File: src/rtl/lfsr_step.sv
// One Fibonacci LFSR step: shift right, parity of tapped bits into the MSB.
module lfsr_step #(
  parameter int unsigned DATA_WIDTH = 8
) (
  input  logic [DATA_WIDTH-1:0] word,
  input  logic [DATA_WIDTH-1:0] tap,
  output logic [DATA_WIDTH-1:0] next
);

  assign next = {^(word & tap), word[DATA_WIDTH-1:1]};

endmodule

File: config.mk
export PLATFORM = sky130hd
export DESIGN_NAME = lfsr_step
export DESIGN_NICKNAME = d
export VERILOG_FILES = /design/src/rtl/lfsr_step.sv
export SDC_FILE = /design/constraint.sdc
export NUM_CORES = 1
export LEC_CHECK = 0
export ABC_AREA = 1
export CORE_AREA = 4 4 41 43
export DETAILED_ROUTE_END_ITERATION = 10
export DIE_AREA = 0 0 45 47
export PLACE_DENSITY_LB_ADDON = 0.15
export SLEW_MARGIN = 40
export SYNTH_ARGS = -nofsm -noshare
export SYNTH_HDL_FRONTEND = slang
export SYNTH_SLANG_ARGS = --single-unit
File: constraint.sdc
create_clock -name vclk -period 1.57
set_clock_uncertainty 0.2 [all_clocks]
set_input_delay 0.157 -clock vclk [all_inputs]
set_output_delay 0.157 -clock vclk [all_outputs]
set_load 0.1 [all_outputs]
==> run summary <==
The top cell type by total area after synthesis was nand2_1. Once detailed placement completed, the half-perimeter wirelength came to 675.9 um. The top cell types in the final layout, fill and taps aside, are nand2_1 (37), dlygate4sd2_1 (15), nand2_2 (10). Power comes to 0.2674 mW. Top fanout value on the critical path: 3. In the post-synthesis netlist, the biggest area contributors are nand2_1 (52%), buf_4 (19%), nand2_2 (18%), inv_2 (11%). Sequential elements use 0% of the synthesized area. The count of mapped cells out of synthesis is 62, and the number of warnings reported in the yosys synthesis log is 0. The number of DRC violations after detailed routing was 0; the wire length of the first global-routing pass was 1.235 mm. The final max-slew violation count was 0. After detailed placement, the total cell area comes to 610.6 um2.

The cell area that synthesis handed to floorplanning was 279.0 um2. The worst-margin pin slew is 0.1540 ns. The floorplan die area is 2115 um2, and the mean routed wirelength per cell is 6.880 um. For this design the top-level I/O count stands at 24.

For this design the static power due to leakage is 0.3669 nW. The repair_antennas step left the layout with diodes totalling 0. In this run the horizontal extent of the chip is 45 um. The core region is 1301 um2. The filler cells instantiated in the layout total 154.

The number of setup buffers added after CTS is 0, and the number of DRC markers after the initial detailed-route iteration is 1. Setup repair after global routing left no endpoint under its margin. The total routing usage reported by global routing is 7.238%, and the required arrival time at the worst endpoint is 1.21 ns. Number of endpoints with negative hold slack in the final report: 0. For the tightest hold margin, the log shows 0.5355 ns. The achievable clock frequency was 0.6991 GHz. At the end of the flow the core is filled with cells to 45.87%. The tools report the initial core utilization as 21.44%. Final standard cell area without fillers: 596.8 um2.

The largest vdd supply drop came out at 0.0001700 V. The tools report the count of endpoints failing setup in the final report as 0. The area growth from synthesis to layout is 113.9%. The data arrival time of the critical path came out at 1.07 ns. Entering global routing, the biggest net connects 4 pins. Prior to clock tree synthesis, the placed netlist has a worst setup slack of -0.1896 ns. The power per standard cell area works out to 448.0 nW/um2. Once routing completed, OpenROAD measured the worst setup slack at 0.1395 ns. The number of nets in the synthesized netlist is 78. The top cell type by area accounts for 52.47% of the synthesized area. In the final layout, the share of cells above drive strength 1 is 37.65%. The per-cell via count in the routed design was 3.890; the initial antenna violation count was 0. Dividing the final minimum period by the clock period gives 91.12%. Sequential cells placed in the final layout were counted as 0. The net count of the finished layout is 103. STA classifies the critical path startpoint as a primary input.

The logs give 0 for the number of hold buffers added after CTS and 3 for the number of iterations in the first detailed-routing pass. The run gives 0.6142 as the final weighted congestion in routability-driven placement. The total length of routed wires was 688 um. Input and output buffers added on the ports amount to 24. The tools report the type of destination of the critical path as an output pin. The class of the most critical setup path was primary input to output pin. The clock period could shrink to 1.431 ns.

The synthesized area divided by synthesized cell count is 4.500 um2, and the remaining max-slew budget at the tightest pin is 89.73%. After global routing the overflow that remains totals 0. The flow ran to the end, and the final reports show no timing, DRC or antenna violations. The sequential cells in the finished layout cover a total of 0 um2. The tools report the count of cell types in the netlist as 4.

The count of nets left with antenna violations once routing finished came out at 0. Leaving out fill and tap cells, the most frequent cell in the layout is nand2_1. From bottom edge to top edge, the die measures 47 um. The type of the most critical hold path was primary input to output pin. Detailed routing inserted a total of 389 vias. The via count of the first global-routing pass was 368. The number of clock buffers in the layout is 0, and the cell row count is 13. Number of violations of the max-capacitance limit: 0.
critical path, cell delays in order:
cell,delay (ns)
clkdlybuf4s15_1,0.24
nand2_2,0.09
inv_2,0.06
nand2_1,0.04
nand2_1,0.07
nand2_1,0.05
nand2_1,0.06
nand2_1,0.06
nand2_2,0.08
buf_12,0.17
per-layer routing:
| layer | up-vias | wire length [um] | track usage, % |
|---|---|---|---|
| met5 | - | 0 | 0 |
| met4 | 0 | 0 | 0 |
| met3 | 0 | 91 | 0.7663 |
| met2 | 16 | 354 | 16.38 |
| met1 | 154 | 242 | 7.191 |
| li1 | 219 | - | - |
synth_stat cells, drive strengths merged:
library cell  number
buf                7
inv                8
nand2             47
layout make-up:
| type | instances | area (um2) | area share, % |
|---|---|---|---|
| timing repair buffer | 30 | 346.6 | 58.07 |
| multi-input combinational | 47 | 201.4 | 33.75 |
| inverter | 8 | 30.03 | 5.031 |
| tap | 15 | 18.77 | 3.145 |
logic make-up after synthesis:
kind of cell | share of synthesized area (%)
buffers and inverters | 29.60
and+or+nand+nor | 70.40
repair_timing:
item | 4_1_cts | 5_1_grt
setup endpoints to repair | 1 | 1
pin swaps | 11 | 0
gates resized for setup | 18 | 1
through the flow:
stage                     setup TNS (ns)  instances
final                                  0        100
after global routing                   0        100
after CTS                              0        100
after detailed placement         -0.1896        100
after global placement           -0.1760        100
after floorplan                        0         62
report_power, final:
part | total [mW] | switching [mW] | internal [mW]
logic | 0.267 | 0.163 | 0.104
registers | 0 | 0 | 0
clock network | 0 | 0 | 0
total | 0.267 | 0.163 | 0.104
final timing paths:
path	startpoint	endpoint	slack, ns	cells past startpoint
max	word[5]	next[7]	0.14	10
min	word[5]	next[4]	0.54	2
Power figures use the tool's default switching activity.
